File: src/rtl/sta_pipe_if.sv
`default_nettype none
// +------------------------------------------------------------------+
// | sta_pipe_if : valid/ready bus, flush and occupancy of sta_pipe   |
// | Rev 1.0                                                          |
// +------------------------------------------------------------------+
interface sta_pipe_if #(
   parameter int WIDTH = 8,
   parameter int DEPTH = 2
);
   localparam int CW = $clog2(DEPTH + 1);

   logic             flush;
   logic             in_valid;
   logic             in_ready;
   logic [WIDTH-1:0] in_data;
   logic             out_valid;
   logic             out_ready;
   logic [WIDTH-1:0] out_data;
   logic [CW-1:0]    occupancy;

   modport master (
      output flush, in_valid, in_data, out_ready,
      input  in_ready, out_valid, out_data, occupancy
   );

   modport slave (
      input  flush, in_valid, in_data, out_ready,
      output in_ready, out_valid, out_data, occupancy
   );
endinterface
`default_nettype wire

File: src/rtl/sta_pipe.sv
`default_nettype none
// +------------------------------------------------------------------+
// | sta_pipe : DEPTH-stage elastic register pipeline with flush      |
// | Rev 1.0                                                          |
// +------------------------------------------------------------------+
module sta_pipe #(
   parameter int WIDTH = 8,
   parameter int DEPTH = 2
) (
   input  logic      clk,
   input  logic      rst,
   sta_pipe_if.slave bus
);
   localparam int CW = $clog2(DEPTH + 1);

   logic [DEPTH-1:0]            v_q;
   logic [DEPTH-1:0]            v_d;
   logic [DEPTH-1:0][WIDTH-1:0] d_q;
   logic [DEPTH-1:0][WIDTH-1:0] d_d;

   logic [DEPTH-1:0]            w_rdy;
   logic [DEPTH-1:0]            w_up_v;
   logic [DEPTH-1:0][WIDTH-1:0] w_up_d;
   logic                        w_in_ready;
   logic [CW-1:0]               w_occ;

   // Ready ripples combinationally from out_ready back to stage 0 on purpose:
   // this path is the timing target being swept, so no skid buffer breaks it.
   always_comb begin : p_ready
      logic [DEPTH-1:0] rdy;
      rdy            = '0;
      rdy[DEPTH-1]   = !v_q[DEPTH-1] || bus.out_ready;
      for (int i = DEPTH - 2; i >= 0; i--) begin
         rdy[i] = !v_q[i] || rdy[i+1];
      end
      w_rdy = rdy;
   end

   assign w_in_ready = w_rdy[0] && !bus.flush;

   always_comb begin : p_upstream
      w_up_v    = '0;
      w_up_d    = '0;
      w_up_v[0] = bus.in_valid && w_in_ready;
      w_up_d[0] = bus.in_data;
      for (int i = 1; i < DEPTH; i++) begin
         w_up_v[i] = v_q[i-1];
         w_up_d[i] = d_q[i-1];
      end
   end

   // Payload only moves with a valid beat, so empty stages keep old data.
   always_comb begin : p_next
      v_d = v_q;
      d_d = d_q;
      for (int i = 0; i < DEPTH; i++) begin
         if (w_rdy[i]) begin
            v_d[i] = w_up_v[i];
            if (w_up_v[i]) begin
               d_d[i] = w_up_d[i];
            end
         end
      end
      if (bus.flush) begin
         v_d = '0;
      end
   end

   always_ff @(posedge clk) begin
      if (rst) begin
         v_q <= '0;
         d_q <= '0;
      end else begin
         v_q <= v_d;
         d_q <= d_d;
      end
   end

   always_comb begin : p_occupancy
      logic [CW-1:0] cnt;
      cnt = '0;
      for (int i = 0; i < DEPTH; i++) begin
         cnt = cnt + CW'(v_q[i]);
      end
      w_occ = cnt;
   end

   assign bus.in_ready  = w_in_ready;
   assign bus.out_valid = v_q[DEPTH-1];
   assign bus.out_data  = d_q[DEPTH-1];
   assign bus.occupancy = w_occ;
endmodule
`default_nettype wire

File: src/flat_wrapper.sv
// flat-port wrapper written by rule: the top's interface ports become plain ports
module sta_pipe_flat 
#(
   parameter int WIDTH = 8,
   parameter int DEPTH = 2
)
  (clk, rst, bus_flush, bus_in_valid, bus_in_data, bus_out_ready, bus_in_ready, bus_out_valid, bus_out_data, bus_occupancy);
  sta_pipe_if #(.WIDTH(WIDTH), .DEPTH(DEPTH)) bus_i ();
  input  logic clk;
  input  logic rst;
  input wire logic [$bits(bus_i.flush)-1:0] bus_flush;
  input wire logic [$bits(bus_i.in_valid)-1:0] bus_in_valid;
  input wire logic [$bits(bus_i.in_data)-1:0] bus_in_data;
  input wire logic [$bits(bus_i.out_ready)-1:0] bus_out_ready;
  output wire logic [$bits(bus_i.in_ready)-1:0] bus_in_ready;
  output wire logic [$bits(bus_i.out_valid)-1:0] bus_out_valid;
  output wire logic [$bits(bus_i.out_data)-1:0] bus_out_data;
  output wire logic [$bits(bus_i.occupancy)-1:0] bus_occupancy;
  assign bus_i.flush = bus_flush;
  assign bus_i.in_valid = bus_in_valid;
  assign bus_i.in_data = bus_in_data;
  assign bus_i.out_ready = bus_out_ready;
  assign bus_in_ready = bus_i.in_ready;
  assign bus_out_valid = bus_i.out_valid;
  assign bus_out_data = bus_i.out_data;
  assign bus_occupancy = bus_i.occupancy;
  sta_pipe #(.WIDTH(WIDTH), .DEPTH(DEPTH)) u_core (.clk(clk), .rst(rst), .bus(bus_i));
endmodule
File: config.mk
export PLATFORM = sky130hd
export DESIGN_NAME = sta_pipe_flat
export DESIGN_NICKNAME = d
export VERILOG_FILES = /design/src/rtl/sta_pipe_if.sv /design/src/rtl/sta_pipe.sv /design/src/flat_wrapper.sv
export SDC_FILE = /design/constraint.sdc
export NUM_CORES = 1
export LEC_CHECK = 0
export CAP_MARGIN = 20
export CORE_ASPECT_RATIO = 0.8
export CORE_MARGIN = 2
export CORE_UTILIZATION = 30
export CTS_BUF_LIST = sky130_fd_sc_hd__clkbuf_4 sky130_fd_sc_hd__clkbuf_8
export DETAILED_ROUTE_END_ITERATION = 10
export PLACE_DENSITY_LB_ADDON = 0.05
export SYNTH_ARGS = -nofsm -noshare
export SYNTH_HDL_FRONTEND = slang
export SYNTH_SLANG_ARGS = --single-unit
File: constraint.sdc
create_clock -name clk -period 2.7 [get_ports clk]
set_input_delay 0.54 -clock clk [delete_from_list [all_inputs] [get_ports clk]]
set_output_delay 0.54 -clock clk [all_outputs]
set_load 0.02 [all_outputs]
==> impl_results.html, run 1 <==
<table>
<tr><th>Metric</th><th>Value</th></tr>
<tr><th colspan="2">Outcome</th></tr>
<tr><td>Status</td><td>complete, no violations</td></tr>
<tr><th colspan="2">Timing</th></tr>
<tr><td># setup viols final</td><td>0</td></tr>
<tr><td>Final clock skew</td><td>0.00664 ns</td></tr>
<tr><td>Final worst path period need</td><td>2.49 ns</td></tr>
<tr><td>Hold slack final</td><td>0.468 ns</td></tr>
<tr><td>Number of failing hold endpoints at the final stage</td><td>0</td></tr>
<tr><td>Headroom to the max-slew limit</td><td>50.4%</td></tr>
<tr><td>Max Fclk</td><td>402 MHz</td></tr>
<tr><td>Period utilisation layout</td><td>92.1%</td></tr>
<tr><td>Worst-Margin Slew</td><td>0.741 ns</td></tr>
<tr><td>Slack of the critical path</td><td>0.214 ns</td></tr>
<tr><td>Final Max Slew Viols</td><td>0</td></tr>
<tr><td>Final setup TNS</td><td>0 ns</td></tr>
<tr><td>Setup repair after global routing missed its margin</td><td>false</td></tr>
<tr><th colspan="2">Pwr</th></tr>
<tr><td>Internal Pwr Total</td><td>0.000391 W</td></tr>
<tr><td>Net switching power of the design</td><td>0.000115 W</td></tr>
<tr><td>Maximum vdd drop</td><td>0.000253 V</td></tr>
<tr><td>Proportion of power drawn by combinational gates</td><td>11.8%</td></tr>
<tr><td>Switch share</td><td>22.7%</td></tr>
<tr><td>Fraction of power consumed by the clock network</td><td>32.8%</td></tr>
<tr><td>Power density over the cells</td><td>472 nW/um^2</td></tr>
<tr><td>Static leakage</td><td>0.365 nW</td></tr>
<tr><td>Register share of total power</td><td>55.4%</td></tr>
<tr><th colspan="2">Logic synthesis</th></tr>
<tr><td>Cell Area, Synth</td><td>837 sq um</td></tr>
<tr><td>Post-synth net total</td><td>103</td></tr>
<tr><td>Yosys top cell by area</td><td>dfxtp_1</td></tr>
<tr><td>Top cells by area in the synthesized netlist</td><td>dfxtp_1 (43%), nand2b_1 (13%), mux2i_1 (9.6%), buf_4 (8.1%), a21oi_1 (6.0%)</td></tr>
<tr><td>Sequential cell area fraction in the yosys report</td><td>43.0%</td></tr>
<tr><td>Number of synthesized register bits</td><td>18</td></tr>
<tr><td>Post-synthesis average cell area</td><td>9.41 sq um</td></tr>
<tr><td>Number of unique standard cell types used by synthesis</td><td>15</td></tr>
<tr><td>Number of warnings issued by yosys</td><td>0</td></tr>
<tr><td>Number of cells produced by synthesis</td><td>89</td></tr>
<tr><td>Area fraction of the dominant cell type after synthesis</td><td>43.0%</td></tr>
<tr><th colspan="2">Worst hold path</th></tr>
<tr><td>Hold crit path type</td><td>flop to flop</td></tr>
<tr><td>Hold path depth</td><td>2</td></tr>
<tr><th colspan="2">Global routing</th></tr>
<tr><td>Antenna violations before repair</td><td>0</td></tr>
<tr><td>Combined global-route utilization of all metal layers</td><td>11.1%</td></tr>
<tr><td>Sum of overflow across all layers after global routing</td><td>0</td></tr>
<tr><td>Number of global-route vias before repair</td><td>555</td></tr>
<tr><td>Largest net degree at the start of global routing</td><td>27</td></tr>
<tr><td>First-pass GRT wire length</td><td>2.66 mm</td></tr>
<tr><th colspan="2">Worst setup path</th></tr>
<tr><td>Slowest stage cell on the critical path</td><td>clkdlybuf4s50_1</td></tr>
<tr><td>Data arrival time of the critical path</td><td>1.95 ns</td></tr>
<tr><td>Crit start category</td><td>input pin</td></tr>
<tr><td>Startpoint-to-endpoint class of the critical path</td><td>input pin to output port</td></tr>
<tr><td>Critical path buffers and inverters</td><td>2</td></tr>
<tr><td>Cell-by-cell trace of the critical path</td><td>clkdlybuf4s50_1, nor2b_4, a21oi_1, clkdlybuf4s50_1</td></tr>
<tr><td>Kind of end point of the critical path</td><td>output port</td></tr>
<tr><td>Critical Path Sink</td><td>bus_in_ready</td></tr>
<tr><td>Flop-to-flop setup slack</td><td>1.38 ns</td></tr>
<tr><td>Critical Path Stages</td><td>4</td></tr>
<tr><td>CP startpoint</td><td>bus_out_ready</td></tr>
<tr><td>Crit-path max FO</td><td>11</td></tr>
<tr><td>Worst path required time</td><td>2.16 ns</td></tr>
<tr><td>R2r endpoint</td><td>u_core.bus.out_data[3]</td></tr>
<tr><td>Cell with the most instances on the worst path</td><td>clkdlybuf4s50_1</td></tr>
<tr><td>Category of cells accounting for the largest share of critical-path delay</td><td>buffers and inverters</td></tr>
<tr><td>Peak per-stage delay on the critical path</td><td>0.55 ns</td></tr>
<tr><td>Source of the worst register-to-register timing path</td><td>u_core.v_q[0]</td></tr>
<tr><td>Worst-case reg-to-reg path depth</td><td>3</td></tr>
<tr><th colspan="2">Routing</th></tr>
<tr><td>Number of remaining DRC errors</td><td>0</td></tr>
<tr><td>Ratio of routed vias to standard cells</td><td>4.35</td></tr>
<tr><td>Vias</td><td>618</td></tr>
<tr><td>Highest routed layer</td><td>met4</td></tr>
<tr><td>First-pass iteration count of the detailed router</td><td>4</td></tr>
<tr><td>DRT iter0 DRCs</td><td>29</td></tr>
<tr><td>Avg WL per Cell</td><td>11.2 um</td></tr>
<tr><td>Met2 wire length</td><td>640 um</td></tr>
<tr><td>Met3 wirelength from detailed routing</td><td>104 um</td></tr>
<tr><td>Metal-1 WL</td><td>825 um</td></tr>
<tr><td>Total length of routed wires</td><td>1.59 mm</td></tr>
<tr><td>Residual antenna-violating net count after detailed routing</td><td>0</td></tr>
<tr><th colspan="2">Cells and area</th></tr>
<tr><td>Final antenna diode count</td><td>0</td></tr>
<tr><td>Layout area overhead</td><td>28.3%</td></tr>
<tr><td>Share of cells above drive strength 1</td><td>6.73%</td></tr>
<tr><td>Layout Nets</td><td>119</td></tr>
<tr><th colspan="2">Flow run</th></tr>
<tr><td>Count of maximum capacitance violations</td><td>0</td></tr>
<tr><th colspan="2">Floorplan</th></tr>
<tr><td>Rows</td><td>17</td></tr>
<tr><td>Horiz. Die Dim</td><td>63.1 um</td></tr>
<tr><td>Die height</td><td>51.2 um</td></tr>
<tr><td>Starting Density</td><td>31.0%</td></tr>
<tr><td>DIE AREA</td><td>3230 sq um</td></tr>
<tr><td>Placeable core region</td><td>2700 sq um</td></tr>
<tr><td>Ports placed on the boundary</td><td>25</td></tr>
<tr><th colspan="2">Clocking</th></tr>
<tr><td>Maximum clock path buffer count</td><td>2</td></tr>
<tr><td>Clock buffer count from CTS</td><td>3</td></tr>
<tr><td>Clock Sink Count</td><td>18</td></tr>
<tr><td>Worst skew pair latency</td><td>0.29 ns</td></tr>
<tr><td>Hold buffer count at CTS</td><td>0</td></tr>
<tr><td>Root Driver</td><td>clkbuf_4</td></tr>
<tr><td>CTS clk-pin slew, worst paths</td><td>0.11 ns</td></tr>
<tr><td>Number of H-tree levels</td><td>1</td></tr>
<tr><td>CTS tree</td><td>yes</td></tr>
<tr><td>Post-CTS Setup Repair Bufs</td><td>0</td></tr>
<tr><td>Count of cells resized by post-cts repair</td><td>0</td></tr>
<tr><th colspan="2">Placed design</th></tr>
<tr><td>HPWL after detailed placement</td><td>1.12 mm</td></tr>
<tr><td>Routability cong.</td><td>0.686</td></tr>
<tr><td>PortBufs</td><td>24</td></tr>
<tr><td>Worst setup timing slack at the placement stage</td><td>0.210 ns</td></tr>
</table>
routing by layer:
metal / global-route usage [%] / up-vias
met2: 16.3 / 17
li1: - / 327
met3: 5.07 / 2
met1: 14.0 / 272
met5: 0 / -
met4: 4.44 / 0
flip-flops by register name (all words and copies together) (netlist names):
register             cells
u_core.bus.out_data      8
u_core.d_q               8
u_core.v_q               2
cell usage after synthesis:
cell / number
dfxtp_1: 18
nand2b_1: 17
a21oi_1: 10
buf_4: 9
mux2i_1: 8
nand3_1: 8
o21ai_0: 8
buf_2: 4
a211oi_1: 1
a21oi_4: 1
ha_1: 1
inv_1: 1
nand2b_4: 1
nor2b_4: 1
nor3_1: 1
worst min-delay path: cells and delay by family (launching register included):
family          cells  cell delay (ns)
compound gates      1             0.05
flops               1             0.32
simple gates        1             0.06
metrics by stage:
| stage | instances | utilization, % | power (W) | instance area (sq um) |
|---|---|---|---|---|
| after floorplan | 89 | - | 0.000318 | 837 |
| after global placement | 138 | 38.4 | 0.000347 | 1040 |
| after detailed placement | 138 | 38.4 | 0.000347 | 1040 |
| after CTS | 142 | 39.7 | 0.000514 | 1070 |
| after global routing | 142 | 39.7 | 0.000530 | 1070 |
| final | 142 | 39.7 | 0.000506 | 1070 |
cells by family after synthesis:
kind of cell | Yosys count | synth area share [%]
AOI/OAI and AO/OA | 20 | 13.6
adders and majority gates | 1 | 1.49
buffers and inverters | 14 | 10.9
DFF | 18 | 43.0
muxes | 8 | 9.57
and+or+nand+nor | 28 | 21.4
power by group through the flow:
stage / registers [W] / clock network [W] / logic [W]
2_1_floorplan: 0.000284 / 0 / 0.0000345
3_3_place_gp: 0.000287 / 0 / 0.0000599
3_5_place_dp: 0.000287 / 0 / 0.0000604
4_1_cts: 0.000281 / 0.000172 / 0.0000606
5_1_grt: 0.000282 / 0.000184 / 0.0000645
6_report: 0.000281 / 0.000166 / 0.0000596
layout make-up:
cell class	count	area [sq um]
fill	293	1630
multi-input combinational	57	385
sequential	18	360
timing repair buffer	24	240
tap	38	47.5
clock buffer	4	36.3
inverter	1	3.75
placed cells by master, fill, tap and decap left out:
cell type / n
clkdlybuf4s50_1: 24
nand2b_1: 17
inv_1: 1
nor3_1: 1
clkbuf_8: 1
a21oi_4: 1
clkbuf_4: 3
nand2b_4: 1
dfxtp_1: 18
mux2i_1: 8
a211oi_1: 1
nor2b_4: 1
a21oi_1: 10
nand3_1: 8
o21ai_0: 8
ha_1: 1
worst min-delay path by stage:
stage	start	endpoint	slack, ns
2_1_floorplan	u_core.d_q[0]	u_core.bus.out_data[0]	0.44
3_3_place_gp	u_core.d_q[0]	u_core.bus.out_data[0]	0.46
3_5_place_dp	u_core.d_q[4]	u_core.bus.out_data[4]	0.46
4_1_cts	u_core.d_q[0]	u_core.bus.out_data[0]	0.46
5_1_grt	u_core.d_q[0]	u_core.bus.out_data[0]	0.50
6_report	u_core.d_q[0]	u_core.bus.out_data[0]	0.47
Note: power is estimated with default switching activity, not from simulation.
==> run 2, diff against run 1 <==
CORE_ASPECT_RATIO = 0.9   (was 0.8)
==> impl_results.html, run 2 (same netlist as run 1, synthesis figures left out) <==
<table>
<tr><th>Metric</th><th>Value</th></tr>
<tr><th colspan="2">Outcome</th></tr>
<tr><td>Status</td><td>complete, no violations</td></tr>
<tr><th colspan="2">Cells and area</th></tr>
<tr><td>Area taken by flip-flops and latches</td><td>360 sq um (unchanged)</td></tr>
<tr><td>Design area</td><td>1060 sq um (-0.93%)</td></tr>
<tr><td>Layout filler cell count</td><td>290 (-1.0%)</td></tr>
<tr><td>Non-filler cells, final</td><td>134 (-5.6%)</td></tr>
<tr><td>Leading cell type in the layout, fill and taps excluded</td><td>clkdlybuf4s50_1</td></tr>
<tr><td>Combined area of the multi-input logic cells</td><td>385 sq um (unchanged)</td></tr>
<tr><td>Layout area overhead</td><td>27.1%</td></tr>
<tr><td>Layout Nets</td><td>119 (unchanged)</td></tr>
<tr><td>Share of cells above drive strength 1</td><td>6.73% (unchanged)</td></tr>
<tr><td>Final antenna diode count</td><td>0 (unchanged)</td></tr>
<tr><td>Highest-count cells in the layout ignoring fill and taps</td><td>clkdlybuf4s50_1 (24), dfxtp_1 (18), nand2b_1 (17), a21oi_1 (10)</td></tr>
<tr><th colspan="2">Floorplan</th></tr>
<tr><td>Ports placed on the boundary</td><td>25 (unchanged)</td></tr>
<tr><td>Placeable core region</td><td>2700 sq um (about the same)</td></tr>
<tr><td>Horiz. Die Dim</td><td>59.7 um (-5.4%)</td></tr>
<tr><td>DIE AREA</td><td>3230 sq um (about the same)</td></tr>
<tr><td>Rows</td><td>18 (+1)</td></tr>
<tr><td>Die height</td><td>54.1 um (+5.6%)</td></tr>
<tr><td>Starting Density</td><td>31.0% (about the same)</td></tr>
<tr><th colspan="2">Worst setup path</th></tr>
<tr><td>Slowest stage cell on the critical path</td><td>clkdlybuf4s50_1</td></tr>
<tr><td>Critical Path Stages</td><td>4 (unchanged)</td></tr>
<tr><td>Worst path required time</td><td>2.16 ns (about the same)</td></tr>
<tr><td>Cell with the most instances on the worst path</td><td>clkdlybuf4s50_1</td></tr>
<tr><td>Category of cells accounting for the largest share of critical-path delay</td><td>buffers and inverters</td></tr>
<tr><td>R2r endpoint</td><td>u_core.bus.out_data[7]</td></tr>
<tr><td>Data arrival time of the critical path</td><td>1.93 ns (-0.02 ns)</td></tr>
<tr><td>Flop-to-flop setup slack</td><td>1.39 ns (about the same)</td></tr>
<tr><td>Critical path buffers and inverters</td><td>2 (unchanged)</td></tr>
<tr><td>Worst-case reg-to-reg path depth</td><td>3 (unchanged)</td></tr>
<tr><td>Kind of end point of the critical path</td><td>output port</td></tr>
<tr><td>Startpoint-to-endpoint class of the critical path</td><td>input pin to output port</td></tr>
<tr><td>Peak per-stage delay on the critical path</td><td>0.55 ns (about the same)</td></tr>
<tr><td>Cell-by-cell trace of the critical path</td><td>clkdlybuf4s50_1, nor2b_4, a21oi_1, clkdlybuf4s50_1</td></tr>
<tr><td>Crit start category</td><td>input pin</td></tr>
<tr><td>Crit-path max FO</td><td>11 (unchanged)</td></tr>
<tr><td>Source of the worst register-to-register timing path</td><td>u_core.v_q[0]</td></tr>
<tr><th colspan="2">Timing</th></tr>
<tr><td>Final setup TNS</td><td>0 ns (unchanged)</td></tr>
<tr><td>Worst-Margin Slew</td><td>0.805 ns (+0.0637 ns)</td></tr>
<tr><td>Final clock skew</td><td>0.00524 ns (-0.00140 ns)</td></tr>
<tr><td>Max Fclk</td><td>405 MHz (+0.57%)</td></tr>
<tr><td># setup viols final</td><td>0 (unchanged)</td></tr>
<tr><td>Final Max Slew Viols</td><td>0 (unchanged)</td></tr>
<tr><td>Number of failing hold endpoints at the final stage</td><td>0 (unchanged)</td></tr>
<tr><td>Final worst path period need</td><td>2.47 ns (-0.0141 ns)</td></tr>
<tr><td>Setup repair after global routing missed its margin</td><td>false</td></tr>
<tr><td>Period utilisation layout</td><td>91.5% (-0.52 points)</td></tr>
<tr><td>Hold slack final</td><td>0.465 ns (-0.00328 ns)</td></tr>
<tr><td>Headroom to the max-slew limit</td><td>46.2% (-4.3 points)</td></tr>
<tr><th colspan="2">Clocking</th></tr>
<tr><td>Clock Sink Count</td><td>18 (unchanged)</td></tr>
<tr><td>Count of cells resized by post-cts repair</td><td>0 (unchanged)</td></tr>
<tr><td>Hold buffer count at CTS</td><td>0 (unchanged)</td></tr>
<tr><td>Root Driver</td><td>clkbuf_4</td></tr>
<tr><td>Maximum clock path buffer count</td><td>2 (unchanged)</td></tr>
<tr><td>CTS clk-pin slew, worst paths</td><td>0.11 ns (about the same)</td></tr>
<tr><td>CTS tree</td><td>yes</td></tr>
<tr><td>Worst skew pair latency</td><td>0.29 ns (about the same)</td></tr>
<tr><td>Clock buffer count from CTS</td><td>3 (unchanged)</td></tr>
<tr><td>Number of H-tree levels</td><td>1 (unchanged)</td></tr>
<tr><td>Post-CTS Setup Repair Bufs</td><td>0 (unchanged)</td></tr>
<tr><th colspan="2">Pwr</th></tr>
<tr><td>Static leakage</td><td>0.365 nW (unchanged)</td></tr>
<tr><td>Maximum vdd drop</td><td>0.000273 V (+7.9%)</td></tr>
<tr><td>Power density over the cells</td><td>476 nW/um^2 (+1.0%)</td></tr>
<tr><th colspan="2">Global routing</th></tr>
<tr><td>Number of global-route vias before repair</td><td>573 (+3.2%)</td></tr>
<tr><td>Met3 demand-to-capacity share in global routing</td><td>4.33% (-0.74 points)</td></tr>
<tr><td>Antenna violations before repair</td><td>0 (unchanged)</td></tr>
<tr><td>Combined global-route utilization of all metal layers</td><td>10.9% (-0.15 points)</td></tr>
<tr><td>Most Used Layer, Global Route</td><td>met2</td></tr>
<tr><td>Sum of overflow across all layers after global routing</td><td>0 (unchanged)</td></tr>
<tr><td>Global Route met2 Usage</td><td>16.3% (about the same)</td></tr>
<tr><td>First-pass GRT wire length</td><td>2.59 mm (-2.9%)</td></tr>
<tr><td>Largest net degree at the start of global routing</td><td>27 (unchanged)</td></tr>
<tr><td>Met1 track demand over resource</td><td>14.9% (+0.87 points)</td></tr>
<tr><th colspan="2">Worst hold path</th></tr>
<tr><td>Hold path depth</td><td>2 (unchanged)</td></tr>
<tr><td>Hold crit path type</td><td>flop to flop</td></tr>
<tr><td>Hold EP</td><td>u_core.bus.out_data[1]</td></tr>
<tr><td>Hold Startpoint</td><td>u_core.d_q[1]</td></tr>
<tr><th colspan="2">Routing</th></tr>
<tr><td>First-pass iteration count of the detailed router</td><td>6 (+2)</td></tr>
<tr><td>DRT iter0 DRCs</td><td>13 (-55%)</td></tr>
<tr><td>Avg WL per Cell</td><td>11.7 um (+4.4%)</td></tr>
<tr><td>Ratio of routed vias to standard cells</td><td>4.61 (+6.0%)</td></tr>
<tr><td>Residual antenna-violating net count after detailed routing</td><td>0 (unchanged)</td></tr>
<tr><td>Total length of routed wires</td><td>1.56 mm (-1.5%)</td></tr>
<tr><td>Number of remaining DRC errors</td><td>0 (unchanged)</td></tr>
<tr><td>Vias</td><td>618 (unchanged)</td></tr>
<tr><th colspan="2">Placed design</th></tr>
<tr><td>PortBufs</td><td>24 (unchanged)</td></tr>
<tr><td>Routability cong.</td><td>0.685 (-0.19%)</td></tr>
<tr><td>Area after detailed placement</td><td>1030 sq um (-0.96%)</td></tr>
<tr><td>Number of cells in the design after placement</td><td>130 (-5.8%)</td></tr>
<tr><th colspan="2">Flow run</th></tr>
<tr><td>Count of maximum capacitance violations</td><td>0 (unchanged)</td></tr>
</table>
-- run 2: cell counts in the layout (fill, tap and decap cells not counted) --
Identical to the previous run, type by type.
-- run 2: worst register-to-register path: cells and delay by family, from the launching register on --
kind                   cells  cell delay (ns)
AOI/OAI and AO/OA          2             0.32
buffers and inverters      1             0.24
DFF                        1             0.62
-- run 2: worst max path at each step --
stage | slack, ns | from | endpoint
after floorplan | 1.07 | bus_out_ready | bus_in_ready
after global placement | 0.23 | bus_out_ready | bus_in_ready
after detailed placement | 0.20 | bus_out_ready | bus_in_ready
after CTS | 0.21 | bus_out_ready | bus_in_ready
after global routing | 0.14 | bus_out_ready | bus_in_ready
final | 0.23 | bus_out_ready | bus_in_ready
-- run 2: cell type report --
class | instances | area share (%)
Sequential cell | 18 | 33.9
Clock buffer | 4 | 3.41
Multi-Input combinational cell | 57 | 36.2
Inverter | 1 | 0.353
Tap cell | 30 | 3.53
Timing Repair Buffer | 24 | 22.6
-- run 2: metrics by stage --
stage / utilization, % / power, W / setup slack [ns]
floorplan: - / 0.000318 / 1.07
global placement: 38.0 / 0.000347 / 0.232
detailed placement: 38.0 / 0.000348 / 0.205
CTS: 39.4 / 0.000514 / 0.207
global route: 39.4 / 0.000532 / 0.143
finish: 39.4 / 0.000507 / 0.228
-- run 2: per-layer routing --
metal	part of all wire (%)	vias to the layer above
met3	6.6	2
met1	53	268
li1	-	328
met2	39	20
met5	0	-
met4	0.96	0
-- run 2: power breakdown --
group / internal (W) / switching (W)
clock network: 0.0000822 / 0.0000838
registers: 0.000274 / 0.00000687
logic: 0.0000351 / 0.0000248
total: 0.000391 / 0.000115
==> run 3, diff against run 2 <==
SLEW_MARGIN = 20   (was default)
==> results of run 3 <==
The final DEF is identical to that of run 2; final timing and power are the same.
